**config.mk**
```make
export PLATFORM = sky130hd
export DESIGN_NAME = instr_fetch
export DESIGN_NICKNAME = d
export VERILOG_FILES = /design/src/rtl/instr_fetch.sv
export SDC_FILE = /design/constraint.sdc
export NUM_CORES = 1
export LEC_CHECK = 0
export CORE_MARGIN = 3
export CORE_UTILIZATION = 50
export CTS_BUF_LIST = sky130_fd_sc_hd__clkbuf_8
export DETAILED_ROUTE_END_ITERATION = 8
export GPL_ROUTABILITY_DRIVEN = 0
export PLACE_DENSITY = 0.77
export SKIP_LAST_GASP = 1
export SLEW_MARGIN = 20
export SYNTH_ARGS = -nofsm -noshare
export SYNTH_HDL_FRONTEND = slang
export SYNTH_SLANG_ARGS = --single-unit
```
**constraint.sdc**
```tcl
create_clock -name clk -period 9.75 [get_ports clk]
set_input_delay 0.975 -clock clk [delete_from_list [all_inputs] [get_ports clk]]
set_output_delay 0.975 -clock clk [all_outputs]
set_load 0.1 [all_outputs]
```
**src/rtl/instr_fetch.sv**
```systemverilog
// Instruction fetch stage: owns the PC, issues word fetches over a req/ready,
// rvalid handshake and buffers returned words in an in-order queue for decode.
module instr_fetch #(
  parameter logic [31:0] RESET_PC = 32'h0000_0000,
  parameter int          DEPTH    = 2
) (
  input  logic        clk,
  input  logic        rst,
  output logic        imem_req,
  output logic [31:0] imem_addr,
  input  logic        imem_ready,
  input  logic        imem_rvalid,
  input  logic [31:0] imem_rdata,
  input  logic        redirect_valid,
  input  logic [31:0] redirect_pc,
  output logic        instr_valid,
  output logic [31:0] instr,
  output logic [31:0] instr_pc,
  input  logic        instr_ready,
  output logic        fetch_err
);

  localparam int CW = $clog2(DEPTH + 1);
  localparam int PW = (DEPTH > 1) ? $clog2(DEPTH) : 1;
  localparam logic [CW:0] L_DEPTH = (CW + 1)'(DEPTH);

  // Handshakes: a transfer happens on a rising edge where valid and ready
  // are both high (imem_req/imem_ready, instr_valid/instr_ready); imem_rvalid
  // has no back-pressure and is consumed in the cycle it is high.

  logic [31:0]   r_pc;
  logic [31:0]   r_q_word [DEPTH];
  logic [31:0]   r_q_pc   [DEPTH];
  logic [PW-1:0] r_rd_ptr;
  logic [PW-1:0] r_wr_ptr;
  logic [CW-1:0] r_count;
  logic [CW-1:0] r_outstanding;
  logic [CW-1:0] r_discard;
  logic          r_err;

  logic          w_pop;
  logic          w_accept;
  logic          w_rsp_live;
  logic          w_rsp_stale;
  logic          w_spurious;
  logic          w_push;
  logic [CW:0]   w_used;
  logic [31:0]   w_tag_pc;
  logic          w_unused;

  function automatic logic [PW-1:0] f_inc(input logic [PW-1:0] p);
    return (p == PW'(DEPTH - 1)) ? '0 : p + PW'(1);
  endfunction

  assign w_unused    = ^redirect_pc[1:0];
  assign instr_valid = (r_count != '0) && !redirect_valid;
  assign w_pop       = instr_valid && instr_ready;

  // A head popped this cycle frees its slot immediately, which is what lets
  // a 1-cycle memory sustain one instruction per cycle at DEPTH = 2.
  assign w_used   = {1'b0, r_count} + {1'b0, r_outstanding} - {{CW{1'b0}}, w_pop};
  assign imem_req = !rst && !redirect_valid && (w_used < L_DEPTH);
  assign w_accept = imem_req && imem_ready;

  assign w_rsp_stale = imem_rvalid && (r_discard != '0);
  assign w_rsp_live  = imem_rvalid && (r_discard == '0) && (r_outstanding != '0);
  assign w_spurious  = imem_rvalid && (r_discard == '0) && (r_outstanding == '0);
  assign w_push      = w_rsp_live && !redirect_valid;

  // Live fetches are contiguous since the last redirect, so the oldest one
  // sits exactly r_outstanding words behind the fetch PC.
  assign w_tag_pc = r_pc - 32'({r_outstanding, 2'b00});

  assign imem_addr = r_pc;
  assign instr     = (r_count != '0) ? r_q_word[r_rd_ptr] : '0;
  assign instr_pc  = (r_count != '0) ? r_q_pc[r_rd_ptr]   : '0;
  assign fetch_err = r_err;

  always_ff @(posedge clk or posedge rst) begin
    if (rst) begin
      r_pc          <= RESET_PC;
      r_rd_ptr      <= '0;
      r_wr_ptr      <= '0;
      r_count       <= '0;
      r_outstanding <= '0;
      r_discard     <= '0;
      r_err         <= 1'b0;
      for (int i = 0; i < DEPTH; i++) begin
        r_q_word[i] <= '0;
        r_q_pc[i]   <= '0;
      end
    end else begin
      if (w_spurious) r_err <= 1'b1;
      if (redirect_valid) begin
        // Everything still in flight becomes stale; a response arriving now
        // is stale by definition and is charged against that total.
        r_pc          <= {redirect_pc[31:2], 2'b00};
        r_rd_ptr      <= '0;
        r_wr_ptr      <= '0;
        r_count       <= '0;
        r_outstanding <= '0;
        r_discard     <= r_discard + r_outstanding - CW'(imem_rvalid && !w_spurious);
      end else begin
        if (w_accept) r_pc <= r_pc + 32'd4;
        r_outstanding <= r_outstanding + CW'(w_accept) - CW'(w_rsp_live);
        if (w_rsp_stale) r_discard <= r_discard - CW'(1);
        if (w_push) begin
          r_q_word[r_wr_ptr] <= imem_rdata;
          r_q_pc[r_wr_ptr]   <= w_tag_pc;
          r_wr_ptr           <= f_inc(r_wr_ptr);
        end
        if (w_pop) r_rd_ptr <= f_inc(r_rd_ptr);
        r_count <= r_count + CW'(w_push) - CW'(w_pop);
      end
    end
  end

endmodule

```
==> summary.txt <==
status: finished clean
Iter 0 DRT Violations: 335
antenna cells: 0
pin count of the biggest net entering global routing: 93
Crit. path cell count: 9
crit path cell chain: buf_2, nor2_1, and2_1, ha_1, nand2b_1, fa_1, xor2_1, and3_1, clkdlybuf4s50_1
worst min path class: flip-flop to flip-flop
CP max stage cell: clkdlybuf4s50_1
Hold Buf Count CTS: 0
global route overflow: 0
row count: 47
most common cell after layout, fill and taps aside: dfrtp_1
# fillers: 1399
critical path's top delay family: buffers and inverters
clk_skew: 0.01316 ns
R2R depth: 16
Mean Syn Cell Area: 9.343 sq um
Max Root-Sink Buffers: 2
H-tree depth: 4
# setup viols final: 0
Post-synth EDFFs: 0
slowest stage delay, CP: 1.13 ns
CTS tree: done
critical path peak fanout: 55
WS Path Type: input port to primary output
vias per cell: 5.424
Final Hold Fails: 0
Worst EP required: 8.78 ns
fin crit share: 0.5445
Routed WL: 20140 microns
asr flop ratio synth: 1.000
commonest cells after routing, fill and taps aside: 162 x dfrtp_1, 161 x clkdlybuf4s50_1, 160 x nand2_1
fraction of layout cells with a size suffix above 1: 0.08621
post-route cell area: 10650 sq um
CP bufs+invs: 2
initial antenna violation count: 0
critical path launch point: redirect_valid
I/O pins: 169
IO Port Bufs: 162
multi-input logic area: 4108 sq um
Routed Antenna Nets: 0
postcts setup bufs: 0
number of remaining DRC errors: 0
fmax: 188.4 MHz
Post-CTS Resized: 0
vias: 6856
Layout area overhead: 24.66%
Nets: 1115
per-cell routed wire length: 15.93 microns
leading register cell type out of synthesis: dfrtp_1
Sink Count: 163
Die Wd: 136.7 microns
worst rel slew slack: 0.3020
Synth Cell Area: 8539 sq um
DRT Pass-1 Iters: 5
vias in the first global route: 6635
total CTS buffers: 17
Die Y: 136.7 microns
Crit Reg-Reg Startpoint: r_count[0]
post-place instance area: 10200 sq um
WHS Path Cells: 1
hold wc startpoint: fetch_err
power per cell area: 180.9 nW/um^2
Syn Inst Count: 914
Max IR drop VDD: 100.8 uV
initial core utilization: 0.5131
Crit path arrival time: 4.33 ns
Die Area: 18680 sq um
Synth cell types: 51
Skew-Pair Late Insertion Delay: 0.45 ns
sequential share of the synthesized area: 0.4777
setup TNS: 0 ns
Syn. warnings: 0
Final Max Tran Viols: 0
nature of the critical path startpoint: input port
Clock transition at path regs: 0.09 ns
Total GRT Usage: 0.2208
Worst-Margin Slew: 1.044 ns
post-DP HPWL: 13390 microns
root buffer cell: clkbuf_8
Pleak: 4.460 nW
Critical Path Sink Type: primary output
sequential cell area: 4083 sq um
Yosys reg bits: 163
global-route wire length before repair: 33000 microns
Period minus WS final: 5.309 ns
core area: 16640 sq um
RSZ-0062 raised after global routing: false
number of max-cap violations: 0
-- metrics by stage --
step | util | std cells | hold WS [ns] | setup slack [ns] | power (W)
after floorplan | - | 917 | 0.4450 | 4.130 | 0.001272
after CTS | 0.6397 | 1264 | 0.4790 | 4.432 | 0.001943
final | 0.6397 | 1264 | 0.4738 | 4.441 | 0.001925
after detailed placement | 0.6131 | 1232 | 0.4579 | 4.314 | 0.001411
after global placement | 0.6131 | 1232 | 0.4507 | 4.411 | 0.001397
after global routing | 0.6397 | 1264 | 0.4920 | 4.217 | 0.002039
-- area by class of cell --
class	instances	share of cell area
Clock buffer	23	0.02974
Clock inverter	9	0.01175
Inverter	19	0.007170
Multi-Input combinational cell	662	0.3859
Sequential cell	163	0.3835
Tap cell	220	0.02586
Timing Repair Buffer	168	0.1561
-- worst reg2reg max path: cells and delay by family (launching register included) --
family	cells	cell delay [ns]
DFF	1	0.44
xor gates and xnor gates	3	0.49
buffers and inverters	3	1.12
and+or+nand+nor	6	1.34
adders and majority gates	4	1.26
-- metal layers --
layer | global-route usage | vias up | routed length, microns
li1 | - | 3343 | -
met1 | 0.3108 | 3276 | 9320
met2 | 0.3450 | 213 | 9151
met3 | 0.04963 | 24 | 1376
met4 | 0.06271 | 0 | 292
met5 | 0 | - | 0
-- kinds of logic (layout without fill, tap and decap cells) --
group,after synthesis,after routing,synth area share
simple gates,380,380,0.2047
flops,163,163,0.4777
compound gates,128,128,0.09202
mux,96,96,0.1174
buf+inv,92,219,0.04454
xor+xnor,40,40,0.04103
fa+ha+maj,14,14,0.02227
other cells,1,4,0.0004391
-- cells in the mapped netlist, types with 6 or more instances --
cell type,n,area share
a21oi_1,34,0.020
nor2b_1,7,0.0051
nor2_1,121,0.053
mux2i_1,63,0.074
dfrtp_1,163,0.48
a221o_1,8,0.0094
nor3_1,12,0.0070
nand2b_1,7,0.0051
o211ai_1,6,0.0053
and4_1,7,0.0072
and2_1,6,0.0044
xor2_1,6,0.0062
ha_1,12,0.018
nand3_1,14,0.0082
nand2_1,160,0.070
clkbuf_1,60,0.026
nand4_1,9,0.0066
mux2_2,33,0.044
nor4_2,8,0.012
o21ai_0,38,0.022
xnor2_1,34,0.035
o21ai_1,12,0.0070
and3_1,8,0.0059
nor4_1,9,0.0066
inv_1,19,0.0084
o311ai_0,9,0.0092
-- path summary, 6_finish.rpt --
kind | to | slack [ns]
setup / recovery | imem_req | 4.44
hold / removal | fetch_err | 0.47
setup reg to reg | r_outstanding[1] | 4.96
hold reg to reg | fetch_err | 0.47
max in group asynchronous | r_q_pc[39] | 7.14
min in group asynchronous | r_outstanding[1] | 1.07
-- registers in the layout, indices dropped and copies added (netlist names) --
| name | count |
|---|---|
| fetch_err | 1 |
| imem_addr | 30 |
| r_count | 2 |
| r_discard | 2 |
| r_outstanding | 2 |
| r_q_pc | 60 |
| r_q_word | 64 |
| r_rd_ptr | 1 |
| r_wr_ptr | 1 |
-- power by group --
part           switching, W  total, W  internal (W)
Sequential        0.0000910  0.000879      0.000788
Clock              0.000236  0.000529      0.000293
Combinational      0.000333  0.000517      0.000184
Total              0.000660   0.00193       0.00127
Power figures use the tool's default switching activity.
